`src/rtl/regfile_pkg.sv`:
```
// Shared widths, register-index types and well-known register numbers for the
// multi-port integer register file.
package regfile_pkg;
  localparam int DEFAULT_ADDRESS_WIDTH = 5;
  localparam int DEFAULT_DATA_WIDTH    = 32;
  localparam int DEFAULT_NUM_RD        = 2;
  localparam int DEFAULT_NUM_WR        = 1;

  typedef logic [DEFAULT_ADDRESS_WIDTH-1:0] reg_addr_t;
  typedef logic [DEFAULT_DATA_WIDTH-1:0]    reg_data_t;

  localparam int ZERO_REG = 0;
  localparam int A0_REG   = 10;
endpackage

```
`src/rtl/regfile_scoreboard.sv`:
```
// Per-register busy bits for pending writebacks: set by issue allocation,
// cleared by writeback, looked up per read port.
module regfile_scoreboard
  import regfile_pkg::*;
#(
  parameter int ADDRESS_WIDTH = DEFAULT_ADDRESS_WIDTH,
  parameter int NUM_RD        = DEFAULT_NUM_RD,
  parameter int NUM_WR        = DEFAULT_NUM_WR
) (
  input  logic                            clk,
  input  logic                            rst,
  input  logic [NUM_RD*ADDRESS_WIDTH-1:0] raddr,
  input  logic [NUM_WR-1:0]               we,
  input  logic [NUM_WR*ADDRESS_WIDTH-1:0] waddr,
  input  logic                            alloc_valid,
  input  logic [ADDRESS_WIDTH-1:0]        alloc_addr,
  output logic [NUM_RD-1:0]               port_busy,
  output logic                            busy_any
);
  localparam int DEPTH = 2 ** ADDRESS_WIDTH;

  logic [DEPTH-1:0] busy;

  // The allocation is applied after the clears so a same-edge set wins:
  // the new producer supersedes the writeback that is retiring.
  always_ff @(posedge clk or posedge rst) begin
    if (rst) begin
      busy <= '0;
    end else begin
      for (int j = 0; j < NUM_WR; j++) begin
        if (we[j]) busy[waddr[j*ADDRESS_WIDTH +: ADDRESS_WIDTH]] <= 1'b0;
      end
      if (alloc_valid && (alloc_addr != '0)) busy[alloc_addr] <= 1'b1;
    end
  end

  always_comb begin
    port_busy = '0;
    for (int i = 0; i < NUM_RD; i++) begin
      port_busy[i] = busy[raddr[i*ADDRESS_WIDTH +: ADDRESS_WIDTH]];
    end
  end

  assign busy_any = |busy;
endmodule

```
`src/rtl/regfile_mp.sv`:
```
// Multi-port integer register file with optional write-to-read bypass and a
// pending-writeback scoreboard for hazard detection in decode.
module regfile_mp
  import regfile_pkg::*;
#(
  parameter int ADDRESS_WIDTH = DEFAULT_ADDRESS_WIDTH,
  parameter int DATA_WIDTH    = DEFAULT_DATA_WIDTH,
  parameter int NUM_RD        = DEFAULT_NUM_RD,
  parameter int NUM_WR        = DEFAULT_NUM_WR,
  parameter int BYPASS        = 1,
  parameter int TAP_INDEX     = A0_REG
) (
  input  logic                            clk,
  input  logic                            rst,
  input  logic [NUM_RD*ADDRESS_WIDTH-1:0] raddr,
  output logic [NUM_RD*DATA_WIDTH-1:0]    rdata,
  output logic [NUM_RD-1:0]               rbusy,
  input  logic [NUM_WR-1:0]               we,
  input  logic [NUM_WR*ADDRESS_WIDTH-1:0] waddr,
  input  logic [NUM_WR*DATA_WIDTH-1:0]    wdata,
  input  logic                            alloc_valid,
  input  logic [ADDRESS_WIDTH-1:0]        alloc_addr,
  output logic [DATA_WIDTH-1:0]           tap_data,
  output logic                            busy_any
);
  localparam int DEPTH = 2 ** ADDRESS_WIDTH;
  localparam logic [ADDRESS_WIDTH-1:0] TAP_ADDR = ADDRESS_WIDTH'(TAP_INDEX);

  if ((NUM_RD < 1) || (NUM_RD > 4)) begin : g_bad_num_rd
    $error("regfile_mp: NUM_RD must be in 1..4");
  end
  if ((NUM_WR < 1) || (NUM_WR > 2)) begin : g_bad_num_wr
    $error("regfile_mp: NUM_WR must be in 1..2");
  end

  logic [DATA_WIDTH-1:0]    regs [DEPTH];
  logic [NUM_RD-1:0]        sb_busy;
  logic [NUM_RD-1:0]        fwd;
  logic [ADDRESS_WIDTH-1:0] ra;

  // Later ports are applied last, so the highest-index writer wins.
  always_ff @(posedge clk or posedge rst) begin
    if (rst) begin
      for (int k = 0; k < DEPTH; k++) regs[k] <= '0;
    end else begin
      for (int j = 0; j < NUM_WR; j++) begin
        if (we[j] && (waddr[j*ADDRESS_WIDTH +: ADDRESS_WIDTH] != '0)) begin
          regs[waddr[j*ADDRESS_WIDTH +: ADDRESS_WIDTH]] <= wdata[j*DATA_WIDTH +: DATA_WIDTH];
        end
      end
    end
  end

  always_comb begin
    rdata = '0;
    fwd   = '0;
    ra    = '0;
    for (int i = 0; i < NUM_RD; i++) begin
      ra = raddr[i*ADDRESS_WIDTH +: ADDRESS_WIDTH];
      if (ra != '0) begin
        rdata[i*DATA_WIDTH +: DATA_WIDTH] = regs[ra];
        if (BYPASS != 0) begin
          for (int j = 0; j < NUM_WR; j++) begin
            if (we[j] && (waddr[j*ADDRESS_WIDTH +: ADDRESS_WIDTH] == ra)) begin
              rdata[i*DATA_WIDTH +: DATA_WIDTH] = wdata[j*DATA_WIDTH +: DATA_WIDTH];
              fwd[i] = 1'b1;
            end
          end
        end
      end
    end
  end

  // alloc_valid has no ready: an allocation is accepted on every edge it is
  // presented, and writeback ports are likewise always accepted.
  regfile_scoreboard #(
    .ADDRESS_WIDTH(ADDRESS_WIDTH),
    .NUM_RD       (NUM_RD),
    .NUM_WR       (NUM_WR)
  ) u_scoreboard (
    .clk        (clk),
    .rst        (rst),
    .raddr      (raddr),
    .we         (we),
    .waddr      (waddr),
    .alloc_valid(alloc_valid),
    .alloc_addr (alloc_addr),
    .port_busy  (sb_busy),
    .busy_any   (busy_any)
  );

  // A forwarded operand is no longer a hazard, so its busy flag is hidden.
  assign rbusy    = sb_busy & ~fwd;
  assign tap_data = (TAP_INDEX == ZERO_REG) ? '0 : regs[TAP_ADDR];
endmodule

```
`config.mk`:
```
export PLATFORM = sky130hd
export DESIGN_NAME = regfile_mp
export DESIGN_NICKNAME = d
export VERILOG_FILES = /design/src/rtl/regfile_pkg.sv /design/src/rtl/regfile_scoreboard.sv /design/src/rtl/regfile_mp.sv
export SDC_FILE = /design/constraint.sdc
export NUM_CORES = 2
export LEC_CHECK = 0
export CAP_MARGIN = 20
export CORE_ASPECT_RATIO = 1.5
export CORE_MARGIN = 3
export CORE_UTILIZATION = 40
export CTS_CLUSTER_SIZE = 24
export DETAILED_ROUTE_END_ITERATION = 6
export PLACE_DENSITY = 0.63
export SYNTH_ARGS = -nofsm -noshare
export SYNTH_HDL_FRONTEND = slang
export SYNTH_SLANG_ARGS = --single-unit
```
`constraint.sdc`:
```
create_clock -name clk -period 62.1 [get_ports clk]
set_input_delay 15.525 -clock clk [delete_from_list [all_inputs] [get_ports clk]]
set_output_delay 15.525 -clock clk [all_outputs]
set_load 0.01 [all_outputs]
```
==> reports/qor.yml <==
drive_above_1_share_pct: 42.9
endpoint_kind: "primary output"
fin_nets: 4037
final_common_cell: "dfrtp_1"
drt_first_iter_violations: 3855
ir_drop_v: 0.0000194
wl_per_cell_um: 31.1
grtUsageMet2_pct: 39.6
tightestPinTransition_ps: 1200
vias: 38500
synthCells: 4104
cts_buffer_depth: 3
synth_enable_flop_cells: 0
async_reset_ff_share_pct: 100
p_leak_nw: 27.3
die_w_um: 316
cp.arrival_ps: 20120
drv_slew: 0
core-area_mm2: 0.142
wl_mm: 185
setup_ws_ps: 26450
io_pins: 155
power.density_mw_per_mm2: 31.1
antenna_found_initial: 5
holdCritPathClass: "reg2reg"
routed_via_density: 6.48
ant_nets: 0
skew_ps: 0
synth_top_area_share_pct: 45.9
maxSlewHeadroom_pct: 20.0
drv_cap: 0
crit_type: "in2out"
cts_resized: 0
status: "complete, no violations"
fin_crit_ps: 35650
nFillCells: 12800
overflow: 0
ctsHoldBuffers: 0
drc: 0
die_h_um: 471
grt_pass1_wl_mm: 271
syn_area_mm2: 0.0576
area_growth_pct: 10.4
fmax_mhz: 28.1
grt_util_met1_pct: 32.0
rsz0062_at_grt: "false"
synth_top_area_cell: "dfrtp_1"
gr-max-usage-layer: "met2"
start_kind: "primary input"
grt_pass1_vias: 39400
required_ps: 46580
place_congestion: 0.859
dieArea_mm2: 0.149
dp_hpwl_mm: 110
cts_sinks: 1056
io_buffers: 154
ys_types: 50
syn_area_per_cell_um2: 14.0
clkSlewWorstSetupHoldPaths_ps: 60
hold_viol_final: 0
syn_nets: 4160
row_count: 169
seq_area_frac_synth_pct: 45.9
crit_fanout: 51
grt_max_degree: 157
cts_root_buffer: "clkbuf_16"
layout_common_cells: "dfrtp_1 (1056), mux2_2 (1045), mux2i_1 (386), mux4_2 (338), clkdlybuf4s50_1 (146)"
first_pass_iters: 6
post-place-ws_ps: 26230
clk_latency_ps: 710
cts.htree.levels: 3
gr-usage-met3_pct: 4.65
setup_tns_ps: 0
numCtsBuffers: 99
ys.warnings.count: 0
cts_tree: "yes"
ys_seq_elements: 1056
yosys-top-cells-area: "dfrtp_1 (46%), mux2_2 (20%), mux4_2 (13%)"
synth_ff_type: "dfrtp_1"
post-route-period-util_pct: 57.4
post-cts-setup-buffer-count: 0
grt_usage_pct: 24.6
initial_core_util_pct: 40.5
setup_violations: 0
==> layout make-up <==
cell class	count	area (µm²)	share of cell area (%)
Inverter	4	22.5	0.0354
Sequential cell	1056	26400	41.6
Multi-Input combinational cell	2533	28900	45.4
Tap cell	1881	2350	3.70
Antenna cell	3	7.51	0.0118
Clock inverter	33	357	0.561
Timing Repair Buffer	287	2630	4.14
Clock buffer	140	2900	4.56
==> registers in the layout, indices dropped and copies added (netlist names) <==
signal / count
tap_data: 32
u_scoreboard.busy: 32
regs: 992
==> routing by layer <==
metal | share of wire [%] | up-vias
met5 | 0.024 | -
li1 | - | 15600
met3 | 7.5 | 495
met2 | 47 | 1697
met1 | 40 | 20700
met4 | 5.1 | 8
==> per-stage QoR <==
step | instance area (µm²) | power, mW | util, % | hold slack [ps] | std cells
floorplan | 57600 | 1.23 | - | 449 | 4104
detailed placement | 60200 | 1.36 | 42.4 | 388 | 5756
global placement | 60200 | 1.34 | 42.4 | 384 | 5755
finish | 63600 | 1.98 | 44.7 | 399 | 5937
CTS | 63500 | 1.99 | 44.7 | 402 | 5929
global route | 63600 | 2.06 | 44.7 | 415 | 5935
==> synth_stat cells (all sizes together) (2+ instances only) <==
master / number
nor3b: 8
and3: 6
and3b: 2
buf: 257
a211oi: 2
or3b: 2
a2bb2oi: 17
clkinv: 2
mux2: 1056
dfrtp: 1056
nand3b: 9
a21bo: 2
o41ai: 64
mux2i: 386
nand3: 8
nor3: 2
a22oi: 128
or2: 5
and2: 5
nand2b: 47
nor2: 24
o22ai: 62
a22o: 19
clkbuf: 254
mux4: 338
nor2b: 8
o21ai: 34
xor2: 6
a221oi: 111
xnor2: 4
a21oi: 81
inv: 2
nor4: 9
nand2: 20
nand4: 66
==> worst max-delay path, cell delays in order <==
cell,delay [ps]
buf_8,370
buf_4,770
buf_4,890
mux4_2,600
mux2_2,300
a221oi_1,830
o41ai_1,250
clkdlybuf4s50_1,540
==> power by group <==
| part | switching (mW) | internal [mW] | leakage (nW) | total [mW] |
|---|---|---|---|---|
| clock network | 0.275 | 0.352 | 1.60 | 0.627 |
| registers | 0.0995 | 0.820 | 13.5 | 0.919 |
| logic | 0.182 | 0.252 | 12.2 | 0.434 |
==> cell families (layout without fill, tap and decap cells) <==
| family | after synthesis | after routing | share of synthesized area (%) |
|---|---|---|---|
| AO/OA/AOI/OAI | 521 | 521 | 6.64 |
| XOR/XNOR | 10 | 10 | 0.152 |
| buffers and inverters | 515 | 464 | 4.42 |
| flip-flops | 1056 | 1056 | 45.9 |
| multiplexers | 1780 | 1780 | 40.6 |
| other | 0 | 3 | 0 |
| AND/OR/NAND/NOR | 222 | 222 | 2.27 |
==> worst paths after layout <==
check                               end         start  cells past startpoint  slack [ps]
setup / recovery              rdata[51]      raddr[5]                      8       26450
max in group asynchronous     regs[932]           rst                      6       42720
hold / removal               regs[1006]    regs[1006]                      0         400
setup reg to reg           tap_data[13]  tap_data[13]                      1       61190
hold reg to reg              regs[1006]    regs[1006]                      0         400
min in group asynchronous      regs[59]           rst                      2       15400
Note: power is estimated with default switching activity, not from simulation.
